`src/rtl/ltpi_pkg.sv`:
```
// Shared LTPI data-channel types: response payload, arbiter FSM encoding and requester limit.
// Pure declarations; no logic, no latency, no flow control.
package ltpi_pkg;

  localparam int DATA_CHNL_ARB_MAX_REQ = 8;

  typedef struct packed {
    logic [7:0]  command;
    logic [7:0]  tag;
    logic [31:0] data;
  } Data_channel_payload_t;

  typedef enum logic [1:0] {
    ARB_IDLE  = 2'd0,
    ARB_OFFER = 2'd1,
    ARB_GAP   = 2'd2
  } data_chnl_arb_fsm_t;

endpackage

```
`src/rtl/ltpi_rr_pick.sv`:
```
// Combinational round-robin picker: first set request after last_grant, wrapping modulo N.
// Zero latency; no flow control, the caller decides when the result is used.
module ltpi_rr_pick #(
  parameter int N     = 4,
  parameter int IDX_W = (N > 1) ? $clog2(N) : 1
) (
  input  logic [N-1:0]     req,
  input  logic [IDX_W-1:0] last_grant,
  output logic             found,
  output logic [N-1:0]     grant_oh,
  output logic [IDX_W-1:0] grant_idx
);

  logic [IDX_W-1:0] idx;

  always_comb begin
    found     = 1'b0;
    grant_oh  = '0;
    grant_idx = '0;
    idx       = '0;
    // Offset 1..N so last_grant itself is examined last.
    for (int i = 1; i <= N; i++) begin
      idx = IDX_W'((int'(last_grant) + i) % N);
      if (!found && req[idx]) begin
        found         = 1'b1;
        grant_idx     = idx;
        grant_oh[idx] = 1'b1;
      end
    end
  end

endmodule

```
`src/rtl/mgmt_data_channel_resp_arbiter.sv`:
```
// Round-robin arbiter feeding one data-channel response hold register, with offer timeout and grant stats.
// Capture 1 cycle after eligible req_valid; offer held until resp_ack or timeout, then one gap cycle.
module mgmt_data_channel_resp_arbiter
  import ltpi_pkg::*;
#(
  parameter int NUM_REQ        = 4,
  parameter int TIMEOUT_CYCLES = 65535,
  parameter int CNT_W          = 16
) (
  input  logic                                 clk,
  input  logic                                 reset,
  input  logic [NUM_REQ-1:0]                   req_valid,
  input  Data_channel_payload_t [NUM_REQ-1:0]  req_payload,
  input  logic [NUM_REQ-1:0]                   req_en,
  output logic [NUM_REQ-1:0]                   req_ack,
  output logic                                 resp_valid,
  output Data_channel_payload_t                resp,
  input  logic                                 resp_ack,
  input  logic                                 data_channel_rst,
  input  logic                                 err_clr,
  output logic [NUM_REQ-1:0]                   timeout_err,
  output logic [NUM_REQ-1:0][CNT_W-1:0]        grant_cnt
);

  localparam int IDX_W = $clog2(NUM_REQ);
  localparam int TMR_W = (TIMEOUT_CYCLES > 1) ? $clog2(TIMEOUT_CYCLES) : 1;
  localparam logic [TMR_W-1:0] TMR_LAST = TMR_W'((TIMEOUT_CYCLES > 0) ? TIMEOUT_CYCLES - 1 : 0);

  data_chnl_arb_fsm_t state, state_nxt;

  logic [IDX_W-1:0]   last_grant;
  logic [IDX_W-1:0]   cur;
  logic [TMR_W-1:0]   timer;
  logic [NUM_REQ-1:0] cur_oh;
  logic               pick_found;
  logic [NUM_REQ-1:0] pick_oh;
  logic [IDX_W-1:0]   pick_idx;
  logic               capture;
  logic               deliver;
  logic               expire;

  ltpi_rr_pick #(
    .N     (NUM_REQ),
    .IDX_W (IDX_W)
  ) u_pick (
    .req        (req_valid & req_en),
    .last_grant (last_grant),
    .found      (pick_found),
    .grant_oh   (pick_oh),
    .grant_idx  (pick_idx)
  );

  assign cur_oh = NUM_REQ'(1) << cur;

  always_comb begin
    state_nxt = state;
    capture   = 1'b0;
    deliver   = 1'b0;
    expire    = 1'b0;
    case (state)
      ARB_IDLE: begin
        if (pick_found) begin
          capture   = 1'b1;
          state_nxt = ARB_OFFER;
        end
      end
      ARB_OFFER: begin
        // An ack landing in the last allowed cycle still counts as a delivery.
        if (resp_ack) begin
          deliver   = 1'b1;
          state_nxt = ARB_GAP;
        end else if ((TIMEOUT_CYCLES != 0) && (timer == TMR_LAST)) begin
          expire    = 1'b1;
          state_nxt = ARB_GAP;
        end
      end
      ARB_GAP:  state_nxt = ARB_IDLE;
      default:  state_nxt = ARB_IDLE;
    endcase
    if (data_channel_rst) begin
      state_nxt = ARB_IDLE;
      capture   = 1'b0;
      deliver   = 1'b0;
      expire    = 1'b0;
    end
  end

  always_ff @(posedge clk) begin
    if (reset) begin
      state       <= ARB_IDLE;
      resp_valid  <= 1'b0;
      req_ack     <= '0;
      resp        <= '0;
      timeout_err <= '0;
      grant_cnt   <= '0;
      last_grant  <= IDX_W'(NUM_REQ - 1);
      cur         <= '0;
      timer       <= '0;
    end else begin
      state   <= state_nxt;
      req_ack <= capture ? pick_oh : '0;

      if (capture) begin
        resp       <= req_payload[pick_idx];
        resp_valid <= 1'b1;
        cur        <= pick_idx;
      end else if (deliver || expire || data_channel_rst) begin
        resp_valid <= 1'b0;
      end

      if (capture || data_channel_rst) begin
        timer <= '0;
      end else if (state == ARB_OFFER) begin
        timer <= timer + 1'b1;
      end

      if (deliver) begin
        grant_cnt[cur] <= grant_cnt[cur] + 1'b1;
      end
      if (deliver || expire) begin
        last_grant <= cur;
      end

      // A timeout in the same cycle as err_clr leaves its bit set.
      timeout_err <= (err_clr ? '0 : timeout_err) | (expire ? cur_oh : '0);
    end
  end

endmodule
```
`config.mk`:
```
export PLATFORM = sky130hd
export DESIGN_NAME = mgmt_data_channel_resp_arbiter
export DESIGN_NICKNAME = d
export VERILOG_FILES = /design/src/rtl/ltpi_pkg.sv /design/src/rtl/ltpi_rr_pick.sv /design/src/rtl/mgmt_data_channel_resp_arbiter.sv
export SDC_FILE = /design/constraint.sdc
export NUM_CORES = 1
export LEC_CHECK = 0
export CAP_MARGIN = 10
export CORE_MARGIN = 8
export CORE_UTILIZATION = 43
export CTS_CLUSTER_DIAMETER = 40
export DETAILED_ROUTE_END_ITERATION = 8
export MAX_ROUTING_LAYER = met4
export PLACE_DENSITY = 0.84
export REMOVE_ABC_BUFFERS = 1
export SETUP_SLACK_MARGIN = 0.5
export SLEW_MARGIN = 40
export SYNTH_ARGS = -nofsm -noshare
export SYNTH_HDL_FRONTEND = slang
export SYNTH_HIERARCHICAL = 1
export SYNTH_SLANG_ARGS = --single-unit
```
`constraint.sdc`:
```
create_clock -name clk -period 5.3 [get_ports clk]
set_clock_uncertainty 0.15 [all_clocks]
set_input_delay 1.59 -clock clk [delete_from_list [all_inputs] [get_ports clk]]
set_output_delay 1.59 -clock clk [all_outputs]
set_load 0.01 [all_outputs]
```
; After elaboration in Yosys (flattened, before gate mapping)
; Cells that the tools add are included.
[totals]
mem_count = 0
elab_cells = 115
output_inout_bits = 121
ramBits = 0
latchBits = 0
reg_bits = 143
mem_bits_ro = 0
[classes]
reduce_logical = 20
add_sub_neg = 6
n_bitwise = 6
div = 0
n_shift = 1
n_eq_ne = 4
n_lt_le_gt_ge = 11
mul = 0
n_mux = 53
[ops]
columns = cell, n
row1 = $bmux W48 S2, 1
row2 = $bwmux W64, 1
row3 = $mux W48, 1
row4 = $add A16 B1 Y16 const B, 2
row5 = $bmux W16 S2, 1
row6 = $demux W16 S2, 1
row7 = $mux W16, 2
row8 = $mux W1, 24
row9 = $mux W4, 6
row10 = $lt A2 B3 Y1 const B, 6
row11 = $eq A16 B16 Y1 const B, 1
row12 = $or A4 B4 Y4, 4
row13 = $mux W2, 7
row14 = $ge A2 B1 Y1 const B, 5
row15 = $bmux W1 S2, 4
row16 = $demux W1 S2, 4
row17 = $logic_and A1 B1 Y1, 8
row18 = $reduce_or A2 Y1, 3
row19 = $add A2 B1 Y2 const B, 2
row20 = $add A2 B2 Y2 const B, 2
row21 = $and A4 B4 Y4, 1
row22 = $pmux W2 S2, 1
row23 = $shl A1 B2 Y4 const A, 1
row24 = $logic_not A1 Y1, 3
row25 = 8 further kinds, 10

; Depth between registers and ports, before layout
; Gate-level depths: netlist (run 1).
[logic_depth]
word_depth = 18
ltp_mapped = 15
depth_no_buf = 9

; By module
; Netlist (run 1), hierarchy kept.
[modules_own_cells]
columns = module, instances, area_each_um2, cells_per_inst
row1 = mgmt_data_channel_resp_arbiter, 1, 6926.6, 696
row2 = ltpi_rr_pick, 1, 631.9, 85

; Worst setup path after synthesis (run 1)
; OpenSTA, ideal clock, no wires.
[synth_timing]
path_type = input port to flip-flop
from = input port req_valid[0]
to = register resp[37] in the netlist's numbering
setup_slack_ns = 0.903
path_buffers = 4
cell_stages = 12
t_required_ns = 5.018
arrival_ns = 4.114
cell_sequence = and2_1 -> clkbuf_1 -> mux2i_1 -> a211oi_1 -> a311o_1 -> a221oi_1 -> clkbuf_1 -> buf_2 -> buf_2 -> mux4_2 -> nand2_1 -> a21oi_1
[synth_lines]
columns = element, line
row1 = "start, declared", mgmt_data_channel_resp_arbiter.sv:12  ; input logic [NUM_REQ-1:0] req_valid,
row2 = $and A4 B4 Y4 *, mgmt_data_channel_resp_arbiter.sv:46  ; .req (req_valid & req_en),
row3 = $bmux W1 S2, ltpi_rr_pick.sv:24  ; if (!found && req[idx]) begin
row4 = $mux W1 (not written as such), ltpi_rr_pick.sv:24
row5 = $mux W1, ltpi_rr_pick.sv:24
row6 = $logic_not A1 Y1, ltpi_rr_pick.sv:24
row7 = $logic_and A1 B1 Y1, ltpi_rr_pick.sv:24
row8 = $mux W1, ltpi_rr_pick.sv:24
row9 = $logic_not A1 Y1, ltpi_rr_pick.sv:24
row10 = $logic_and A1 B1 Y1, ltpi_rr_pick.sv:24
row11 = $mux W1, ltpi_rr_pick.sv:24
row12 = $logic_not A1 Y1, ltpi_rr_pick.sv:24
row13 = $logic_and A1 B1 Y1, ltpi_rr_pick.sv:24
row14 = $mux W2 *, ltpi_rr_pick.sv:24
row15 = net pick_idx[0], mgmt_data_channel_resp_arbiter.sv:37  ; logic [IDX_W-1:0] pick_idx;
row16 = $bmux W48 S2 *, mgmt_data_channel_resp_arbiter.sv:104  ; resp <= req_payload[pick_idx];
row17 = $mux W48 (not written as such) *, mgmt_data_channel_resp_arbiter.sv:104
row18 = "end signal, assigned", mgmt_data_channel_resp_arbiter.sv:104
row19 = "end, declared", mgmt_data_channel_resp_arbiter.sv:17  ; output Data_channel_payload_t resp,
; The timed path passes the listed nets; every way through them passes the cells marked *. The select of a mux whose other input is x is not followed.
; A chain may end at the register's enable or synchronous reset.

; Worst setup path after layout (run 1)
[layout_timing]
from = input port req_valid[2]
to = register resp[27] in the netlist's numbering
; Same word-level chain as after synthesis.

==> results of run 1 <==
-- final cells by class --
| cell class | count | area [um2] | area share, % |
|---|---|---|---|
| repair buffers | 340 | 3390 | 29.2 |
| inverters | 13 | 48.8 | 0.420 |
| flip-flops and latches | 143 | 2860 | 24.6 |
| clock inverters | 10 | 160 | 1.38 |
| well taps | 225 | 282 | 2.42 |
| multi-input cells | 561 | 4420 | 38.0 |
| diodes | 2 | 5.00 | 0.0431 |
| clock buffers | 22 | 454 | 3.91 |
-- critical path, stage by stage --
cell	delay [ns]
clkdlybuf4s50_1	0.39
and2_1	0.28
mux2i_1	0.20
a211oi_1	0.10
a311o_1	0.37
a221oi_4	0.49
buf_12	0.27
mux4_2	0.52
nand2_1	0.08
a21oi_1	0.07
-- power breakdown --
group	switching (mW)	leakage [nW]	internal, mW
Clock	0.459	0.298	0.800
Sequential	0.0240	1.16	1.11
Combinational	0.231	2.47	0.340
-- layout by cell type (no fill, tap or decap), drive strengths merged, types with 14 or more instances in the layout --
cell type / Yosys / layout
dfxtp: 143 / 143
clkbuf: 47 / 22
nand2: 119 / 119
a21oi: 62 / 62
inv: 13 / 14
nor2: 92 / 92
clkdlybuf4s50: 0 / 324
nand4: 14 / 14
mux4: 65 / 65
a211oi: 55 / 55
buf: 17 / 16
xnor2: 17 / 17
-- registers in the layout (all words and copies together), names as in the netlist --
name and flops:
grant_cnt 64, resp 48, timer 16, req_ack 4
timeout_err 4, cur 2, last_grant 2, state 2
resp_valid 1
-- kinds of logic (layout without fill, tap and decap cells) --
family | count (synthesis) | count (layout) | share of synthesized area (%)
simple gates | 298 | 298 | 18.8
compound gates | 147 | 147 | 12.7
flops | 143 | 143 | 37.9
mux | 78 | 78 | 21.1
buf+inv | 77 | 385 | 4.50
xor+xnor | 27 | 27 | 3.13
fa+ha+maj | 11 | 11 | 1.82
other cells | 0 | 2 | 0
-- cells in the mapped netlist, drive strengths merged --
master,instances
xnor2,17
nand2,119
and2,8
nand4b,1
or3b,2
mux2,1
nand3,12
nor3b,5
nor2,92
nor2b,1
clkbuf,47
o211a,1
nor4bb,1
a21oi,62
a31oi,6
dfxtp,143
nand2b,10
a221oi,1
or3,5
o221ai,1
ha,11
a311oi,1
mux2i,12
a311o,1
nand3b,6
a2111o,4
a31o,4
o32a,1
nor4,8
or2,2
nor3,5
a21boi,1
o21ai,4
inv,13
o311ai,1
a211oi,55
nand4,14
buf,17
and4,2
nor4b,1
and3,4
xor2,10
mux4,65
o31ai,4
-- per-layer routing --
layer  share of wire [%]  vias up  track usage, %
li1                    -     3438               -
met1                  38     3426            28.1
met2                  50      383            40.6
met3                 9.1       46            7.08
met4                 3.4        0            10.9
met5                   0        -               -
-- worst paths after layout --
kind,depth (start not counted),end
max,10,resp[27]$_SDFFE_PP0P_
min,2,resp[41]$_SDFFE_PP0P_
max reg2reg,9,resp[27]$_SDFFE_PP0P_
min reg2reg,2,resp[41]$_SDFFE_PP0P_
==> results.json, run 1 <==
{
  "first_global_vias": 7370,
  "grt_max_degree": 70,
  "antenna_found_initial": 2,
  "rows": 48,
  "htreeDepth": 4,
  "numCtsBuffers": 17,
  "syn_to_final_growth_pct": 53.7,
  "cap_violations": 0,
  "via_per_inst": 5.54,
  "drt-initial-drc-count": 412,
  "grt_pass1_wl_um": 41300,
  "die_w_um": 149,
  "ys_ff_latch": 143,
  "avgSynthCellArea_um2": 9.68,
  "r2r-start": "last_grant[1]$_SDFFE_PP1P_",
  "rrSetupSlack_ns": 1.53,
  "dp.cells": 1282,
  "critPathCaptureType": "flop",
  "fmax_mhz": 235,
  "final_util_pct": 67.4,
  "drc": 0,
  "worst_ir_drop_vdd_mv": 0.239,
  "tns_ns": 0,
  "clockBufferDepth": 2,
  "ant_nets": 0,
  "period_minus_slack_ns": 4.26,
  "cp-startpoint": "req_valid[2]",
  "wl_um": 27400,
  "wl_per_cell_um": 20.8,
  "pin_count": 326,
  "dp_hpwl_um": 21700,
  "max_slew_margin_pct": 55.2,
  "gp_congestion": 0.902,
  "hold_viol": 0,
  "synth_warnings": 6,
  "start_util_pct": 43.9,
  "finalNonFillerCells": 1316,
  "num-fill-cells": 1312,
  "core_mm2": 0.0172,
  "setup_slack_ns": 1.04,
  "p_leak_nw": 3.93,
  "synth_top_area_cell": "dfxtp_1",
  "hold_path_class": "reg -> reg",
  "placed_area_mm2": 0.0110,
  "cts_resized": 0,
  "yosysUniqueCellTypes": 51,
  "yosysSeqAreaShare_pct": 37.9,
  "tightest_slew_ns": 0.672,
  "synth_top_cell_area_share_pct": 37.9,
  "hold_buffers": 0,
  "dr.pass1.iters": 6,
  "layout-drive-gt1-share_pct": 12.1,
  "setup_viol": 0,
  "final_area_mm2": 0.0116,
  "rsz0062_at_grt": "false",
  "powerDensity_mw_per_mm2": 256,
  "pre_cts_ws_ns": 0.628,
  "clock-root-buffer": "clkbuf_16",
  "outcome": "finished, final reports clean",
  "port_buffers": 325,
  "synth_cells": 781,
  "clkLatencyLatePin_ns": 0.42,
  "crit_type": "in -> reg",
  "dieArea_mm2": 0.0221,
  "clk_pin_slew_ns": 0.06,
  "tritoncts": "done",
  "grt.overflow.total": 0,
  "cp-start-kind": "input pin",
  "num_vias": 7293,
  "netlist_area_mm2": 0.00756,
  "die_h_um": 149,
  "post_cts_buffers": 0,
  "worst-path-max-fanout": 21,
  "min_from": "resp[41]$_SDFFE_PP0P_",
  "final_nets": 1292,
  "required_ns": 5.42,
  "min_period_over_period_pct": 80.3,
  "totalPowerFinal_mw": 2.97,
  "grtUsageTotal_pct": 24.9,
  "cts_sinks": 143,
  "slew_viol_final": 0,
  "synth.area.top_cells": "dfxtp_1, mux4_2, nand2_1",
  "cp.arrival_ns": 4.38,
  "whs_ns": 0.304
}
Note: power is estimated with default switching activity, not from simulation.
==> inputs of run 2 (changes only) <==
Settings changed: CORE_UTILIZATION 43 to 39, PLACE_DENSITY 0.84 to 0.81.
Clock period 5.3 ns to 3.41 ns, I/O delays scaled along.
==> run 2 against run 1 <==
Compared with the run above:
- count of clock-buffer cells in the layout down 5
- sequential share of layout area down 1.1 points
- power up 53%
- routed wire length up 6.0%
- sequential power up 55%
- via count up 1.1%
- first-iteration DRC count down 13%
- highest routed layer unchanged
==> results.json, run 2 (synthesis gave the netlist of run 1 again) <==
{
  "max_slew_margin_pct": 58.8,
  "worst_ir_drop_vdd_mv": 0.316,
  "dp.cells": 1348,
  "clockBufferDepth": 2,
  "first_global_vias": 7617,
  "numCtsBuffers": 17,
  "drc": 0,
  "grt.overflow.total": 0,
  "switching_share_pct": 27.3,
  "pin_count": 326,
  "whs_ns": 0.305,
  "htreeDepth": 4,
  "antenna_found_initial": 8,
  "hold_path_class": "reg -> reg",
  "wl_met3_um": 1830,
  "drt-initial-drc-count": 360,
  "wl_per_cell_um": 20.9,
  "syn_to_final_growth_pct": 60.5,
  "largest_reg_flops": 64,
  "gp_congestion": 0.876,
  "cp-start-kind": "input pin",
  "clkLatencyLatePin_ns": 0.42,
  "dr.pass1.iters": 4,
  "dieArea_mm2": 0.0241,
  "final_nets": 1323,
  "via_per_inst": 5.29,
  "finalNonFillerCells": 1393,
  "totalPowerFinal_mw": 4.53,
  "grt_pass1_wl_um": 43200,
  "critPathSlowestCell": "mux4_2",
  "critPathCaptureType": "flop",
  "worst-path-max-fanout": 8,
  "min_period_over_period_pct": 90.5,
  "outcome": "finished, final reports clean",
  "ant_nets": 0,
  "dp_hpwl_um": 22600,
  "wl_met2_um": 15200,
  "rsz0062_at_grt": "true",
  "cpPeakStageDelay_ns": 0.53,
  "grt_max_degree": 63,
  "die_h_um": 155,
  "hold_viol": 0,
  "core_mm2": 0.0193,
  "num-fill-cells": 1624,
  "largestRegisters": "grant_cnt x64, resp x48, timer x16",
  "required_ns": 3.56,
  "crit_chain": "buf_6 > and2_4 > mux2i_2 > a211oi_2 > a311o_1 > a221oi_4 > buf_12 > buf_12 > mux4_2 > nand2_1 > a21oi_1",
  "fmax_mhz": 324,
  "num_vias": 7371,
  "die_w_um": 155,
  "hold_buffers": 0,
  "clk_pin_slew_ns": 0.06,
  "p_int_mw": 3.29,
  "clock-root-buffer": "clkbuf_16",
  "final_common_cell": "clkdlybuf4s50_1",
  "cts_sinks": 143,
  "powerDensity_mw_per_mm2": 373,
  "p_sw_mw": 1.24,
  "tightest_slew_ns": 0.600,
  "wl_um": 29000,
  "slew_viol_final": 0,
  "period_minus_slack_ns": 3.08,
  "port_buffers": 325,
  "highest_layer": "met4",
  "cpMostUsedCell": "buf_12",
  "p_seq_share_pct": 39.0,
  "pwr-share-comb_pct": 22.3,
  "largest_register": "grant_cnt",
  "p_leak_nw": 4.13,
  "crit_family": "compound AO/OA/AOI/OAI gates",
  "cap_violations": 0,
  "tritoncts": "done",
  "grtUsageTotal_pct": 24.0,
  "start_util_pct": 39.2,
  "rows": 51,
  "wl_met1_um": 11200,
  "clkPwrFrac_pct": 38.7,
  "critical_path_buf_inv_count": 3,
  "layout-drive-gt1-share_pct": 16.6,
  "mostFrequentLayoutCells": "clkdlybuf4s50_1, dfxtp_1, nand2_1, nor2_1, mux4_2",
  "crit_type": "in -> reg",
  "setup_viol": 0,
  "cp.arrival_ns": 3.23
}
==> run 2: worst reg2reg max path, stage by stage, from the launching register on <==
cell      delay (ns)
dfxtp_1         0.36
inv_2           0.10
ha_4            0.36
inv_1           0.16
a311o_1         0.33
a221oi_4        0.34
buf_12          0.21
buf_12          0.16
mux4_2          0.53
nand2_1         0.09
a21oi_1         0.06
==> run 2: path summary, 6_finish.rpt <==
path              cells after the start  slack, ns                    end                  startpoint
setup / recovery                     11       0.33  resp[28]$_SDFFE_PP0P_                   req_en[2]
hold reg to reg                       2       0.31  resp[33]$_SDFFE_PP0P_       resp[33]$_SDFFE_PP0P_
hold / removal                        2       0.31  resp[33]$_SDFFE_PP0P_       resp[33]$_SDFFE_PP0P_
setup reg to reg                     10       0.44  resp[28]$_SDFFE_PP0P_  last_grant[1]$_SDFFE_PP1P_
==> run 2: area by class of cell <==
cell class / instances / area (um2) / share of cell area, %
multi-input cells: 561 / 4480 / 36.9
repair buffers: 371 / 3840 / 31.7
flip-flops and latches: 143 / 2860 / 23.6
clock buffers: 17 / 425 / 3.51
well taps: 265 / 332 / 2.73
clock inverters: 15 / 126 / 1.04
inverters: 13 / 48.8 / 0.402
diodes: 8 / 20.0 / 0.165
==> run 2: what timing repair did <==
item / in CTS / in global routing
resized for setup: 45 / 4
gates cloned: 1 / 1
pin swaps: 32 / 2
setup endpoints to repair: 69 / 48
buffers inserted: 2 / 1
==> run 2: power groups by stage <==
stage                     clock [mW]  combinational, mW  sequential, mW
after global placement             0              0.951            1.80
after detailed placement           0              0.965            1.80
final                           1.75               1.01            1.77
after floorplan                    0              0.400            1.83
after global routing            1.86               1.08            1.77
after CTS                       1.78               1.00            1.77
==> run 2: layer usage <==
metal,track usage [%],vias to the layer above
li1,-,3514
met1,25.7,3528
met2,42.1,296
met3,6.24,33
met4,8.96,0
met5,-,-
==> run 2: stage by stage <==
step / instance area (um2) / setup TNS (ns) / setup slack [ns] / utilization (%)
finish: 12100 / 0 / 0.325 / 63.0
global route: 12100 / 0 / 0.263 / 63.0
CTS: 12100 / 0 / 0.435 / 62.6
detailed placement: 11400 / -17.31 / -0.394 / 59.2
global placement: 11400 / -15.61 / -0.345 / 59.2
floorplan: 7270 / -301.82 / -5.96 / -
==> inputs of run 3 (changes only) <==
Settings changed: SKIP_CTS_REPAIR_TIMING set to 1.
==> run 3 against run 2 <==
Compared with the run above:
- critical endpoint is now resp[5]$_SDFFE_PP0P_
- global-route usage fell by 0.34 points
- first-iteration DRC count is 4.2% higher
- worst hold slack hardly changed
- die area stayed put
==> results.json, run 3 (synthesis gave the netlist of run 1 again) <==
{
  "dieArea_mm2": 0.0241,
  "final_common_cell": "clkdlybuf4s50_1",
  "die_w_um": 155,
  "tightest_slew_ns": 0.634,
  "syn_to_final_growth_pct": 60.4,
  "drc": 0,
  "num-fill-cells": 1629,
  "r2r_cells": 12,
  "largest_reg_flops": 64,
  "p_leak_nw": 4.16,
  "clock-root-buffer": "clkbuf_16",
  "hold_viol": 0,
  "critical_path_buf_inv_count": 4,
  "min_period_over_period_pct": 92.5,
  "largestRegisters": "grant_cnt x64, resp x48, timer x16",
  "crit_type": "in -> reg",
  "cp.depth": 12,
  "final_nets": 1324,
  "die_h_um": 155,
  "ant_nets": 0,
  "period_minus_slack_ns": 3.15,
  "required_ns": 3.56,
  "slew_viol_final": 0,
  "cpMostUsedCell": "a21oi_1",
  "setup_viol": 0,
  "wl_per_cell_um": 20.8,
  "clkLatencyLatePin_ns": 0.42,
  "cpPeakStageDelay_ns": 0.51,
  "start_util_pct": 39.2,
  "fmax_mhz": 317,
  "crit_chain": "clkbuf_2 > and2_4 > a21oi_1 > a211oi_2 > a311o_1 > a221oi_4 > buf_4 > buf_12 > clkbuf_16 > mux4_2 > nand2_1 > a21oi_1",
  "antenna_found_initial": 8,
  "multi_input_area_mm2": 0.00449,
  "core_mm2": 0.0193,
  "whs_ns": 0.305,
  "dp_hpwl_um": 22600,
  "grt_pass1_wl_um": 42600,
  "dp.cells": 1348,
  "final_area_mm2": 0.0121,
  "tns_ns": 0,
  "totalPowerFinal_mw": 4.53,
  "grt_max_degree": 63,
  "grt.overflow.total": 0,
  "worst-path-max-fanout": 7,
  "whs_path_depth": 2,
  "finalNonFillerCells": 1394,
  "critPathCaptureType": "flop",
  "via_per_inst": 5.32,
  "drt-initial-drc-count": 375,
  "htreeDepth": 4,
  "gp_congestion": 0.876,
  "wl_um": 29100,
  "port_buffers": 325,
  "cts_sinks": 143,
  "num_vias": 7416,
  "hold_path_class": "reg -> reg",
  "max_slew_margin_pct": 56.5,
  "placed_area_mm2": 0.0114,
  "cp-start-kind": "input pin",
  "pin_count": 326,
  "powerDensity_mw_per_mm2": 373,
  "grtUsageTotal_pct": 23.6,
  "largest_register": "grant_cnt",
  "dr.pass1.iters": 5,
  "numCtsBuffers": 17,
  "critPathSlowestCell": "mux4_2",
  "rows": 51,
  "crit_family": "compound AO/OA/AOI/OAI gates",
  "clk_pin_slew_ns": 0.07,
  "clockBufferDepth": 2,
  "worst_ir_drop_vdd_mv": 0.319,
  "cp.arrival_ns": 3.31,
  "outcome": "finished, final reports clean",
  "first_global_vias": 7559,
  "tritoncts": "done",
  "cap_violations": 0,
  "regArea_mm2": 0.00286,
  "rsz0062_at_grt": "true",
  "mostFrequentLayoutCells": "clkdlybuf4s50_1, dfxtp_1, nand2_1, nor2_1, mux4_2",
  "layout-drive-gt1-share_pct": 16.9
}
run 3: cell types whose count changed in the layout (fill, tap and decap cells not counted), moves of 2 or more:
cell / previous run / this run
buf_4: 23 / 29
buf_6: 6 / 2
clkbuf_2: 0 / 4
dlymetal6s2s_1: 0 / 4
nand2_1: 118 / 114
nand2_2: 1 / 5
buf_2: 3 / 0
buf_8: 3 / 0
dlygate4sd2_1: 2 / 0
run 3: cell type report:
cell class | instances | share of cell area [%]
Clock inverter | 15 | 1.04
Sequential cell | 143 | 23.6
Inverter | 13 | 0.402
Multi-Input combinational cell | 561 | 37.0
Timing Repair Buffer | 372 | 31.5
Clock buffer | 17 | 3.51
Tap cell | 265 | 2.73
Antenna cell | 8 | 0.165
run 3: final timing paths:
path	from	endpoint	slack [ns]
max	req_en[2]	resp[5]$_SDFFE_PP0P_	0.26
max reg2reg	last_grant[1]$_SDFFE_PP1P_	resp[5]$_SDFFE_PP0P_	0.33
min	resp[33]$_SDFFE_PP0P_	resp[33]$_SDFFE_PP0P_	0.31
min reg2reg	resp[33]$_SDFFE_PP0P_	resp[33]$_SDFFE_PP0P_	0.31
run 3: stage by stage:
stage | worst slack (ns) | util [%]
floorplan | -5.96 | -
global placement | -0.345 | 59.2
detailed placement | -0.394 | 59.2
CTS | 0.0394 | 62.0
global route | 0.200 | 62.9
finish | 0.257 | 62.9
run 3: power by group:
| group | total [mW] | internal (mW) | switching (mW) |
|---|---|---|---|
| Sequential | 1.77 | 1.73 | 0.0365 |
| Combinational | 1.01 | 0.606 | 0.400 |
| Clock | 1.76 | 0.953 | 0.804 |
run 3: worst min-delay path, stage by stage, from the launching register on:
cell     delay (ns)
dfxtp_1        0.31
nand2_1        0.05
a21oi_1        0.05
run 3: layer usage:
| layer | GRT usage, % | vias to the layer above | wire (um) |
|---|---|---|---|
| met5 | - | - | 0 |
| met4 | 8.64 | 0 | 895 |
| met3 | 6.19 | 42 | 1930 |
| met2 | 41.4 | 316 | 15100 |
| met1 | 25.5 | 3550 | 11100 |
| li1 | - | 3508 | - |
